File: config.mk
export PLATFORM = sky130hd
export DESIGN_NAME = word_serializer_flat
export DESIGN_NICKNAME = d
export VERILOG_FILES = /design/src/rtl/word_serializer_if.sv /design/src/rtl/word_serializer.sv /design/src/flat_wrapper.sv
export SDC_FILE = /design/constraint.sdc
export NUM_CORES = 1
export LEC_CHECK = 0
export ABC_AREA = 1
export CAP_MARGIN = 0
export CORE_AREA = 2 2 39 41
export DETAILED_ROUTE_END_ITERATION = 12
export DIE_AREA = 0 0 41 43
export GPL_TIMING_DRIVEN = 0
export PLACE_DENSITY = 0.65
export SLEW_MARGIN = 20
export SYNTH_ARGS = -nofsm -noshare
export SYNTH_HDL_FRONTEND = slang
export SYNTH_SLANG_ARGS = --single-unit
File: constraint.sdc
create_clock -name clk -period 1.2 [get_ports clk]
set_input_delay 0.18 -clock clk [delete_from_list [all_inputs] [get_ports clk]]
set_output_delay 0.18 -clock clk [all_outputs]
set_load 0.01 [all_outputs]
File: src/rtl/word_serializer_if.sv
// Load handshake bundle for word_serializer: the source presents a word on d
// with ld, and the serializer answers with ld_ready.
interface word_serializer_if #(
  parameter int unsigned W = 4
);
  logic         ld;
  logic [W-1:0] d;
  logic         ld_ready;

  modport master (output ld, output d, input ld_ready);
  modport slave  (input ld, input d, output ld_ready);
endinterface

File: src/rtl/word_serializer.sv
// word_serializer: parallel-in, serial-out framing transmitter.
// Frame = start bit (0), W data bits LSB first, optional even parity, stop bit (1).
// The serial line idles high. Define WORD_SER_PARITY_EN to compile in the parity bit.
module word_serializer #(
  parameter int unsigned W = 4
) (
  input  logic               clk,
  input  logic               rst,
  word_serializer_if.slave   lif,
  output logic               sout,
  output logic               busy,
  output logic               done
);

  localparam int unsigned CNT_W = (W > 1) ? $clog2(W) : 1;
  localparam logic [CNT_W-1:0] LAST = CNT_W'(W - 1);

`ifdef WORD_SER_PARITY_EN
  typedef enum logic [2:0] {IDLE, START, DATA, PAR, STOP} state_t;
`else
  typedef enum logic [2:0] {IDLE, START, DATA, STOP} state_t;
`endif

  state_t           r_state, w_state_nxt;
  logic [W-1:0]     r_shift, w_shift_nxt, w_shifted;
  logic [CNT_W-1:0] r_cnt, w_cnt_nxt;
  logic             r_sout, r_busy, r_done;
  logic             w_sout_nxt, w_busy_nxt, w_done_nxt;
  logic             w_ready, w_accept;
`ifdef WORD_SER_PARITY_EN
  logic             r_par, w_par_nxt;
`endif

  assign w_ready      = (r_state == IDLE) || (r_state == STOP);
  assign w_accept     = lif.ld && w_ready;
  assign lif.ld_ready = w_ready;
  assign w_shifted    = W'({1'b1, r_shift} >> 1);

  assign sout = r_sout;
  assign busy = r_busy;
  assign done = r_done;

  // Next-state, datapath and next-output decode.
  always_comb begin
    w_state_nxt = r_state;
    w_shift_nxt = r_shift;
    w_cnt_nxt   = r_cnt;
`ifdef WORD_SER_PARITY_EN
    w_par_nxt   = r_par;
`endif
    case (r_state)
      IDLE, STOP: begin
        if (w_accept) begin
          w_state_nxt = START;
          w_shift_nxt = lif.d;
          w_cnt_nxt   = '0;
`ifdef WORD_SER_PARITY_EN
          w_par_nxt   = ^lif.d;
`endif
        end else begin
          w_state_nxt = IDLE;
        end
      end
      START: begin
        w_state_nxt = DATA;
        w_shift_nxt = w_shifted;
      end
      DATA: begin
        w_shift_nxt = w_shifted;
        if (r_cnt == LAST) begin
`ifdef WORD_SER_PARITY_EN
          w_state_nxt = PAR;
`else
          w_state_nxt = STOP;
`endif
        end else begin
          w_cnt_nxt = r_cnt + CNT_W'(1);
        end
      end
`ifdef WORD_SER_PARITY_EN
      PAR: w_state_nxt = STOP;
`endif
      default: w_state_nxt = IDLE;
    endcase

    // Outputs are registered, so they are decoded from the next state. The
    // shift register is advanced on the same edge that registers its bit 0,
    // hence it runs one bit ahead of sout while in DATA.
    w_sout_nxt = 1'b1;
    case (w_state_nxt)
      START:   w_sout_nxt = 1'b0;
      DATA:    w_sout_nxt = r_shift[0];
`ifdef WORD_SER_PARITY_EN
      PAR:     w_sout_nxt = r_par;
`endif
      default: w_sout_nxt = 1'b1;
    endcase
    w_busy_nxt = (w_state_nxt != IDLE);
    w_done_nxt = (w_state_nxt == STOP);
  end

  // State, datapath and output registers; reset overrides any accept.
  always_ff @(posedge clk) begin
    if (rst) begin
      r_state <= IDLE;
      r_shift <= '1;
      r_cnt   <= '0;
      r_sout  <= 1'b1;
      r_busy  <= 1'b0;
      r_done  <= 1'b0;
`ifdef WORD_SER_PARITY_EN
      r_par   <= 1'b0;
`endif
    end else begin
      r_state <= w_state_nxt;
      r_shift <= w_shift_nxt;
      r_cnt   <= w_cnt_nxt;
      r_sout  <= w_sout_nxt;
      r_busy  <= w_busy_nxt;
      r_done  <= w_done_nxt;
`ifdef WORD_SER_PARITY_EN
      r_par   <= w_par_nxt;
`endif
    end
  end

endmodule

File: src/flat_wrapper.sv
// flat-port wrapper written by rule: the top's interface ports become plain ports
module word_serializer_flat 
#(
  parameter int unsigned W = 4
)
  (clk, rst, sout, busy, done, lif_ld, lif_d, lif_ld_ready);
  word_serializer_if #(.W(W)) lif_i ();
  input  logic clk;
  input  logic rst;
  output logic sout;
  output logic busy;
  output logic done;
  input wire logic [$bits(lif_i.ld)-1:0] lif_ld;
  input wire logic [$bits(lif_i.d)-1:0] lif_d;
  output wire logic [$bits(lif_i.ld_ready)-1:0] lif_ld_ready;
  assign lif_i.ld = lif_ld;
  assign lif_i.d = lif_d;
  assign lif_ld_ready = lif_i.ld_ready;
  word_serializer #(.W(W)) u_core (.clk(clk), .rst(rst), .lif(lif_i), .sout(sout), .busy(busy), .done(done));
endmodule
==> qor.csv <==
metric,value,unit
Slew Limit Fails,0,
CTS tree,built,
Crit path required time,1020,ps
"Clk pin slew, worst setup/hold paths",60,ps
Worst Min Path Start,u_core.r_cnt[0]$_SDFFE_PP0P_,
Final Wtd Congestion,0.7466,
Starting Density,0.3698,
gr usage total,0.1280,
area grow syn2layout,28.61,%
CTS HTree Levels,1,
critical path endpoint category,output pin,
Remaining DRCs,0,
post-route ant nets,0,
share of cells above drive strength 1,0.1379,
Core Region,1384,um2
Synth Net Count,81,
Initial DRC Count,6,
Syn Inst Count,73,
most frequent cells in the layout,"nand2_1, nand3_1, dfxtp_1",
Worst Path Arrival,970,ps
Synth Register Bits,12,
final wirelength,966,um
# port buffers,10,
Synth Area in XOR/XNOR,0,
adder and majority gate portion of the synthesized area,0.02445,
min Tclk post-route,1148,ps
depth of the worst hold-timing path,1,
"Clk Latency, worst-skew pair",270,ps
root buf cell,clkbuf_4,
die area,1763,um2
"commonest non-fill, non-tap cell in the layout",nand2_1,
R2R cell count,7,
initial antenna violation count,0,
placement row count,14,
compound-gate portion of the synthesized area,0.07090,
Hold Path Class,flip-flop to flip-flop,
Synth Area in Simple Gates,0.3692,
Unique masters post-synth,12,
Die Width,41,um
DP HPWL,713.2,um
Fmax,871.4,MHz
ANT cells,0,
worst-path maximum fanout,5,
largest family of logic cells by synthesized area,simple AND/OR/NAND/NOR gates,
maximum number of pins on one net before global-route repair,8,
pre-CTS WS,-176.5,ps
Reg2Reg Setup Slack,140,ps
io pins,11,
number of global-route vias before repair,385,
Leak Pwr,0.3338,nW
vias per cell,4.447,
total gr overflow,0,
Final Setup Violations,0,
Synth Cell Area,511.7,um2
worst-case clock buffer depth,2,
hold path endpoint,u_core.r_cnt[0]$_SDFFE_PP0P_,
fin nets,97,
IR Drop Worst-Case VDD,0.0004676,V
PwrDens,1173,nW/um2
mux share of post-synthesis cell area,0,
status,"complete, no violations",
WL/cell,9.379,um
clock skew,6.894,ps
CP Class,flip-flop to output pin,
slack of the critical path,52.41,ps
Max Cap Violations,0,
crit path launch type,flip-flop,
TritonCTS Buffers,3,
Synth Warn #,0,
RSZ-0062 raised after global routing,false,
first-pass GRT wire length,1476,um
reg-to-reg critical path startpoint,u_core.r_state[1]$_SDFF_PP0_,
TritonRoute pass-1 iters,4,
"Hold Vio Cnt, Final",0,
Die H,43,um
Final Cycle Share,0.9563,
clock sink count,12,
total number of vias,458,
Worst R2R End,u_core.r_shift[1]$_SDFFE_PP1P_,
Avg Inst Size Synth,7.010,um2
setup_tns,0,ps
register area share after synthesis,0.4694,
-- repair_timing --
action / in CTS / in global routing
gates resized for setup: 9 / 2
setup endpoints to repair: 4 / 4
hold buffers: 0 / 0
buffers inserted: 0 / 1
-- report_power, final --
| group | switching [W] | total (W) | leakage (nW) | internal (W) |
|---|---|---|---|---|
| logic | 0.0000533 | 0.000101 | 0.221 | 0.0000473 |
| clock network | 0.000128 | 0.000245 | 0.0138 | 0.000116 |
| registers | 0.00000938 | 0.000427 | 0.0995 | 0.000417 |
| total | 0.000191 | 0.000772 | 0.334 | 0.000581 |
-- state kept, by name, summed over array words and instances, names as in the netlist --
name / flops
u_core.sout: 1
u_core.done: 1
u_core.r_shift: 4
u_core.r_state: 3
u_core.busy: 1
u_core.r_cnt: 2
-- how the worst max path moves through the flow --
stage	start	end	slack, ps	depth (start not counted)
floorplan	u_core.r_state[2]$_SDFF_PP0_	u_core.sout$_SDFF_PP1_	180	6
global placement	u_core.r_state[2]$_SDFF_PP0_	lif_ld_ready	-170	4
detailed placement	u_core.r_state[2]$_SDFF_PP0_	lif_ld_ready	-180	4
CTS	u_core.r_state[2]$_SDFF_PP0_	lif_ld_ready	-80	4
global route	u_core.r_state[0]$_SDFF_PP0_	lif_ld_ready	2	4
finish	u_core.r_state[0]$_SDFF_PP0_	lif_ld_ready	50	4
-- synthesized netlist by cell type (all sizes together) --
| cell | count | area (um2) |
|---|---|---|
| nand3 | 11 | 55.05 |
| inv | 8 | 30.03 |
| a21oi | 3 | 15.01 |
| ha | 1 | 12.51 |
| nor2 | 6 | 22.52 |
| nand2 | 29 | 111.4 |
| o21ai | 2 | 21.27 |
| conb | 1 | 3.750 |
| dfxtp | 12 | 240.2 |
-- kinds of logic (layout without fill, tap and decap cells) --
kind of cell / count (synthesis) / after routing
flip-flops: 12 / 12
adder cells (fa/ha/maj): 1 / 1
AO/OA/AOI/OAI: 5 / 5
buffers and inverters: 8 / 22
AND/OR/NAND/NOR: 46 / 46
other: 1 / 1
-- through the flow --
step | instances | power, W | cell area [um2] | utilization | hold WS [ps]
after detailed placement | 99 | 0.0005374 | 631.9 | 0.4566 | 454.8
after global routing | 103 | 0.0008091 | 658.1 | 0.4756 | 489.0
after floorplan | 73 | 0.0004908 | 511.7 | - | 249.1
after CTS | 102 | 0.0007825 | 655.6 | 0.4738 | 464.7
after global placement | 99 | 0.0005360 | 631.9 | 0.4566 | 452.7
final | 103 | 0.0007719 | 658.1 | 0.4756 | 462.0
-- layer usage --
layer,vias to the layer above,share of wire,GRT usage
li1,258,-,-
met1,185,0.49,0.1531
met2,10,0.43,0.1750
met3,5,0.041,0.03141
met4,0,0.045,0.1200
met5,-,0,0
-- cell type report --
class	instances	area, um2
repair buffers	11	98.84
clock buffers	3	22.52
multi-input cells	53	244.0
fillers	156	725.7
well taps	16	20.02
flip-flops and latches	12	242.7
inverters	8	30.03
-- critical path, cell delays in order (launching register included) --
cell and delay [ps]:
dfxtp_2 340, nor2_1 100, nand2_1 60, nand2_2 70
buf_2 130
Note: power is estimated with default switching activity, not from simulation.
